[config.mk]
export PLATFORM = sky130hd
export DESIGN_NAME = pipeline_hazard_ctrl
export DESIGN_NICKNAME = d
export VERILOG_FILES = /design/src/rtl/pipeline_pkg.sv /design/src/rtl/hazard_forward_sel.sv /design/src/rtl/pipeline_hazard_ctrl.sv
export SDC_FILE = /design/constraint.sdc
export NUM_CORES = 1
export LEC_CHECK = 0
export ABC_CLOCK_PERIOD_IN_PS = 3500
export BUFFER_PORTS_ARGS = -buffer_cell sky130_fd_sc_hd__buf_2
export CELL_PAD_IN_SITES_DETAIL_PLACEMENT = 2
export CELL_PAD_IN_SITES_GLOBAL_PLACEMENT = 2
export CORE_MARGIN = 10
export CORE_UTILIZATION = 20
export CTS_CLUSTER_DIAMETER = 30
export CTS_CLUSTER_SIZE = 12
export DETAILED_ROUTE_END_ITERATION = 12
export GPL_ROUTABILITY_DRIVEN = 0
export GPL_TIMING_DRIVEN = 0
export PLACE_DENSITY_LB_ADDON = 0.1
export SLEW_MARGIN = 20
export SYNTH_ARGS = -nofsm -noshare
export SYNTH_HDL_FRONTEND = slang
export SYNTH_SLANG_ARGS = --single-unit
export TNS_END_PERCENT = 20
[constraint.sdc]
create_clock -name clk -period 3.5 [get_ports clk]
set_input_delay 0.525 -clock clk [delete_from_list [all_inputs] [get_ports clk]]
set_output_delay 0.525 -clock clk [all_outputs]
set_load 0.02 [all_outputs]
[src/rtl/pipeline_pkg.sv]
// Shared types and constants for the pipeline hazard controller.
// Build option: HAZARD_FORWARD_EN selects forwarding vs. stall-only hazard handling.
package pipeline_pkg;

  typedef enum logic [1:0] {
    StRun      = 2'd0,
    StMulDiv   = 2'd1,
    StSysDrain = 2'd2,
    StSysWait  = 2'd3
  } hazard_state_e;

  localparam logic [1:0] FWD_RF = 2'b00;
  localparam logic [1:0] FWD_W  = 2'b01;
  localparam logic [1:0] FWD_M  = 2'b10;

  localparam logic [4:0] REG_ZERO = 5'd0;

  // True when a stage writing dst with enable we produces the value src needs.
  function automatic logic reg_match(logic [4:0] src, logic [4:0] dst, logic we);
    return we && (src != REG_ZERO) && (src == dst);
  endfunction

endpackage

[src/rtl/hazard_forward_sel.sv]
// Per-operand forwarding select: picks M over W, never forwards register 0.
module hazard_forward_sel
  import pipeline_pkg::*;
(
  input  logic [4:0] src,
  input  logic [4:0] write_reg_m,
  input  logic       reg_write_m,
  input  logic [4:0] write_reg_w,
  input  logic       reg_write_w,
  output logic [1:0] sel
);

  always_comb begin
    sel = FWD_RF;
    if (reg_match(src, write_reg_m, reg_write_m)) begin
      sel = FWD_M;
    end else if (reg_match(src, write_reg_w, reg_write_w)) begin
      sel = FWD_W;
    end
  end

endmodule

[src/rtl/pipeline_hazard_ctrl.sv]
// Hazard, forwarding and mul/div/syscall sequencing control for the 5-stage pipeline.
// Build option: define HAZARD_FORWARD_EN to enable forwarding; otherwise RAW hazards stall.
module pipeline_hazard_ctrl
  import pipeline_pkg::*;
#(
  parameter int unsigned MULDIV_LAT = 4
) (
  input  logic       clk,
  input  logic       rst_n,
  input  logic [4:0] rs_d,
  input  logic [4:0] rt_d,
  input  logic [4:0] rs_e,
  input  logic [4:0] rt_e,
  input  logic [4:0] write_reg_e,
  input  logic [4:0] write_reg_m,
  input  logic [4:0] write_reg_w,
  input  logic       reg_write_e,
  input  logic       reg_write_m,
  input  logic       reg_write_w,
  input  logic       mem_to_reg_e,
  input  logic       mem_to_reg_m,
  input  logic       branch_d,
  input  logic       pc_src_d,
  input  logic       muldiv_start_e,
  input  logic       syscall_e,
  input  logic       sys_ack,
  output logic       stall_f,
  output logic       stall_d,
  output logic       flush_d,
  output logic       flush_e,
  output logic [1:0] forward_a_e,
  output logic [1:0] forward_b_e,
  output logic       forward_a_d,
  output logic       forward_b_d,
  output logic       sys_req,
  output logic       busy
);

  hazard_state_e state_q, state_d;
  logic [3:0]    cnt_q, cnt_d;
  logic          hazard_run;

`ifdef HAZARD_FORWARD_EN
  logic       lw_stall;
  logic       br_stall;
  logic [1:0] sel_a_e, sel_b_e, sel_a_d, sel_b_d;
  logic       unused_fwd_d;

  always_comb begin
    lw_stall = mem_to_reg_e && (rt_e != REG_ZERO) && ((rt_e == rs_d) || (rt_e == rt_d));
    br_stall = branch_d &&
               (reg_match(rs_d, write_reg_e, reg_write_e) ||
                reg_match(rs_d, write_reg_m, mem_to_reg_m) ||
                reg_match(rt_d, write_reg_e, reg_write_e) ||
                reg_match(rt_d, write_reg_m, mem_to_reg_m));
    hazard_run = lw_stall || br_stall;
  end

  hazard_forward_sel u_fwd_a_e (
    .src         (rs_e),
    .write_reg_m (write_reg_m),
    .reg_write_m (reg_write_m),
    .write_reg_w (write_reg_w),
    .reg_write_w (reg_write_w),
    .sel         (sel_a_e)
  );

  hazard_forward_sel u_fwd_b_e (
    .src         (rt_e),
    .write_reg_m (write_reg_m),
    .reg_write_m (reg_write_m),
    .write_reg_w (write_reg_w),
    .reg_write_w (reg_write_w),
    .sel         (sel_b_e)
  );

  // Decode comparator only forwards from M, so the W match is masked off.
  hazard_forward_sel u_fwd_a_d (
    .src         (rs_d),
    .write_reg_m (write_reg_m),
    .reg_write_m (reg_write_m),
    .write_reg_w (REG_ZERO),
    .reg_write_w (1'b0),
    .sel         (sel_a_d)
  );

  hazard_forward_sel u_fwd_b_d (
    .src         (rt_d),
    .write_reg_m (write_reg_m),
    .reg_write_m (reg_write_m),
    .write_reg_w (REG_ZERO),
    .reg_write_w (1'b0),
    .sel         (sel_b_d)
  );

  assign unused_fwd_d = ^{sel_a_d[0], sel_b_d[0]};

  assign forward_a_e = rst_n ? sel_a_e : FWD_RF;
  assign forward_b_e = rst_n ? sel_b_e : FWD_RF;
  assign forward_a_d = rst_n && sel_a_d[1];
  assign forward_b_d = rst_n && sel_b_d[1];
`else
  logic unused_inputs;

  // W writes land in the first half-cycle, so only E and M producers stall.
  always_comb begin
    hazard_run = reg_match(rs_d, write_reg_e, reg_write_e) ||
                 reg_match(rs_d, write_reg_m, reg_write_m) ||
                 reg_match(rt_d, write_reg_e, reg_write_e) ||
                 reg_match(rt_d, write_reg_m, reg_write_m);
  end

  assign unused_inputs = ^{rs_e, rt_e, write_reg_w, reg_write_w, mem_to_reg_e, mem_to_reg_m,
                           branch_d};

  assign forward_a_e = FWD_RF;
  assign forward_b_e = FWD_RF;
  assign forward_a_d = 1'b0;
  assign forward_b_d = 1'b0;
`endif

  always_comb begin
    stall_f = 1'b0;
    flush_d = 1'b0;
    if (rst_n) begin
      if (state_q == StRun) begin
        stall_f = hazard_run;
        flush_d = pc_src_d && !hazard_run;
      end else begin
        stall_f = 1'b1;
      end
    end
  end

  assign stall_d = stall_f;
  assign flush_e = stall_f;
  assign sys_req = (state_q == StSysWait);
  assign busy    = (state_q != StRun);

  always_comb begin
    state_d = state_q;
    cnt_d   = cnt_q;
    unique case (state_q)
      StRun: begin
        if (syscall_e) begin
          state_d = StSysDrain;
          cnt_d   = 4'd1;
        end else if (muldiv_start_e) begin
          state_d = StMulDiv;
          cnt_d   = 4'(MULDIV_LAT - 2);
        end
      end
      StMulDiv: begin
        if (cnt_q == 4'd0) begin
          state_d = StRun;
        end else begin
          cnt_d = cnt_q - 4'd1;
        end
      end
      StSysDrain: begin
        if (cnt_q == 4'd0) begin
          state_d = StSysWait;
        end else begin
          cnt_d = cnt_q - 4'd1;
        end
      end
      StSysWait: begin
        if (sys_ack) begin
          state_d = StRun;
        end
      end
      default: state_d = StRun;
    endcase
  end

  always_ff @(posedge clk or negedge rst_n) begin
    if (!rst_n) begin
      state_q <= StRun;
      cnt_q   <= 4'd0;
    end else begin
      state_q <= state_d;
      cnt_q   <= cnt_d;
    end
  end

endmodule

==> results.md <==
- Run status: completed
- Fillers: 451
- Final wirelength: 2.607 mm
- Post-CTS setup buffer count: 0
- CTS tree: built
- Leakage power: 0.4945 nW
- Async S/R FF share, synth: 100.0%
- EDFF count, synth: 0
- Endpoints failing hold: 0
- Global-route met2 utilization: 15.68%
- Area Overhead vs Synth: 38.38%
- RR Startpoint: state_q[1]$_DFFE_PN0P_
- Initial DRC Count: 26
- Die height: 80.96 µm
- Setup TNS: 0 ns
- Unrepaired setup endpoints after global routing: false
- Maximum buffer depth of the clock tree: 2
- Pwr dens: 640.8 nW/µm²
- GR peak layer: met2
- Crit. Startpoint: rs_d[1]
- Power, Total: 0.6591 mW
- CP Buf/Inv Count: 3
- Family with the most delay on the worst path: buffers and inverters
- Setup violators final: 0
- Main synth FF type: dfrtp_1
- Resized cells post-CTS: 0
- Pre-CTS setup slack: 1.139 ns
- FF+latch area: 150.1 µm²
- Post-synth top area share: 23.57%
- DRC: 0
- Largest stage delay on the critical path: 0.25 ns
- Worst path slowest cell: o22ai_1
- Unique cell type count in the Yosys netlist: 25
- Layout cells sized above 1: 35.82%
- Antenna Cells: 0
- Flop-to-flop setup slack: 1.70 ns
- Horiz. Die Dim: 80.96 µm
- Max-slew violations: 0
- CP endpoint: stall_f
- Root Driver: clkbuf_8
- DRT antenna net count: 0
- Synth Register Bits: 6
- Synthesized area per cell: 7.992 µm²
- Met1 Track Usage GR: 8.879%
- Cells along the critical path: buf_2 -> xnor2_1 -> nand4_1 -> o22ai_1 -> a221oi_2 -> nor2b_1 -> buf_4 -> buf_2
- Port bufs: 33
- Reg2reg path depth: 7
- Post-Syn Area: 743.2 µm²
- Avg Vias per Cell: 4.214
- Hold_buf cts: 0
- Core ar.: 3633 µm²
- Hpwl dp: 2.332 mm
- Row count: 22
- Crit. End Element: output port
- Max Clk Rate: 429.1 MHz
- Multi-input gate area: 529.3 µm²
- Most common cell after layout, fill and taps aside: buf_2
- Most frequent cells in the layout: buf_2, xnor2_1, nand2_1
- First-pass iteration count of the detailed router: 4
- FF-to-FF End: cnt_q[3]$_DFFE_PN0P_
- # H-tree levels: 1
- GR Overflow Total: 0
- Initial antenna violation count: 0
- Worst hold path class: primary input to asynchronous set/reset pin
- Clk_lat worst skew: 0.23 ns
- Hold Slack: 0.1249 ns
- Initial cell density of the core: 20.45%
- Global-route wire length before repair: 4.416 mm
- Clock-pin slew on the worst setup and hold paths: 0.04 ns
- Cell depth of the worst setup path: 8
- CTS Sinks: 6
- Final instance area: 1028 µm²
- Sequential share of the synthesized area: 20.20%
- Most used cell, CP: buf_2
- Vias in the first global route: 929
- Cts bufs inserted: 3
- Largest net degree at the start of global routing: 9
- Max-capacitance violation count: 0
- Dpl cell area: 987.2 µm²
- Via count: 767
- WP data arrival: 1.81 ns
- Met3 Resource Use GR: 3.532%
- Worst setup SP type: primary input
- Final worst setup slack: 1.170 ns
- Ranking of synthesized cells by area: xnor2_1, dfrtp_1, ha_1, buf_4, nand2_1
- Crit path max fanout: 3
- CP Class: primary input to output port
- Wirelength per Cell: 14.32 µm
- Area leader, netlist: xnor2_1
- Worst VDD drop: 0.0002585 V
- I/O Pins: 59
- Nets@finish: 188
- Mapped Cells: 93
- Die ar.: 6555 µm²
- Fin crit share: 66.58%
- GRT Resource Usage Total: 8.569%
- Yosys warns: 0
- Worst EP required: 2.97 ns
- Final Skew: 0.0001371 ns
- Min cycle time layout: 2.330 ns
-- layout make-up --
class                   instances  area share (%)
plain buffers                   8           5.839
clock buffers                   3           4.015
repair buffers                 33           16.06
flip-flops and latches          6           14.60
inverters                       6           2.190
well taps                      48           5.839
multi-input cells              78           51.46
-- flip-flops by register name, summed over array words and instances, names as in the netlist --
name,count
cnt_q,4
state_q,2
-- power by group --
part | switching (mW) | total [mW] | internal, mW | leakage, nW
clock | 0.0311 | 0.105 | 0.0740 | 0.0216
sequential | 0.0264 | 0.133 | 0.106 | 0.0744
combinational | 0.247 | 0.421 | 0.174 | 0.399
total | 0.305 | 0.659 | 0.354 | 0.495
-- cells in the mapped netlist (all sizes together) (2+ instances only) --
cell   number
nand2      12
buf         8
xnor2      20
inv         6
nor3b       2
a21oi       3
dfrtp       6
ha          5
o22ai       2
nand4       4
nor3        4
nor2        7
xor2        2
o21ai       4
-- how the worst min path moves through the flow --
| stage | end | slack (ns) | cells after the start |
|---|---|---|---|
| global placement | cnt_q[0]$_DFFE_PN0P_ | 0.37 | 1 |
| detailed placement | cnt_q[0]$_DFFE_PN0P_ | 0.37 | 1 |
| global route | state_q[0]$_DFFE_PN0P_ | 0.13 | 1 |
| floorplan | cnt_q[0]$_DFFE_PN0P_ | 0.23 | 0 |
| finish | cnt_q[0]$_DFFE_PN0P_ | 0.12 | 1 |
| CTS | cnt_q[0]$_DFFE_PN0P_ | 0.13 | 1 |
-- worst reg2reg max path, delay by kind of cell, from the launching register on --
| kind | cells | cell delay, ns |
|---|---|---|
| compound gates | 1 | 0.40 |
| xor+xnor | 1 | 0.15 |
| fa+ha+maj | 1 | 0.42 |
| buf+inv | 1 | 0.09 |
| flops | 1 | 0.39 |
| simple gates | 3 | 0.24 |
-- through the flow --
stage | cells | util (%)
floorplan | 98 | -
global placement | 179 | 27.17
detailed placement | 179 | 27.17
CTS | 182 | 28.31
global route | 182 | 28.31
finish | 182 | 28.31
-- metal layers --
layer / share of wire, % / wire, µm / up-vias
li1: - / - / 378
met1: 41 / 1072 / 362
met2: 51 / 1328 / 24
met3: 7.2 / 189 / 3
met4: 0.65 / 17 / 0
met5: 0 / 0 / -
-- kinds of logic (layout without fill, tap and decap cells) --
group                    after synthesis  after routing  share of synthesized area, %
multiplexers                           1              1                         1.347
AND/OR/NAND/NOR                       31             31                         20.37
other                                  1              6                        0.5046
buffers and inverters                 14             50                         11.11
adder cells (fa/ha/maj)                5              5                         8.418
AO/OA/AOI/OAI                         13             13                         12.12
XOR/XNOR                              22             22                         25.93
flip-flops                             6              6                         20.20
No activity file was read; power rests on OpenSTA's default activity.
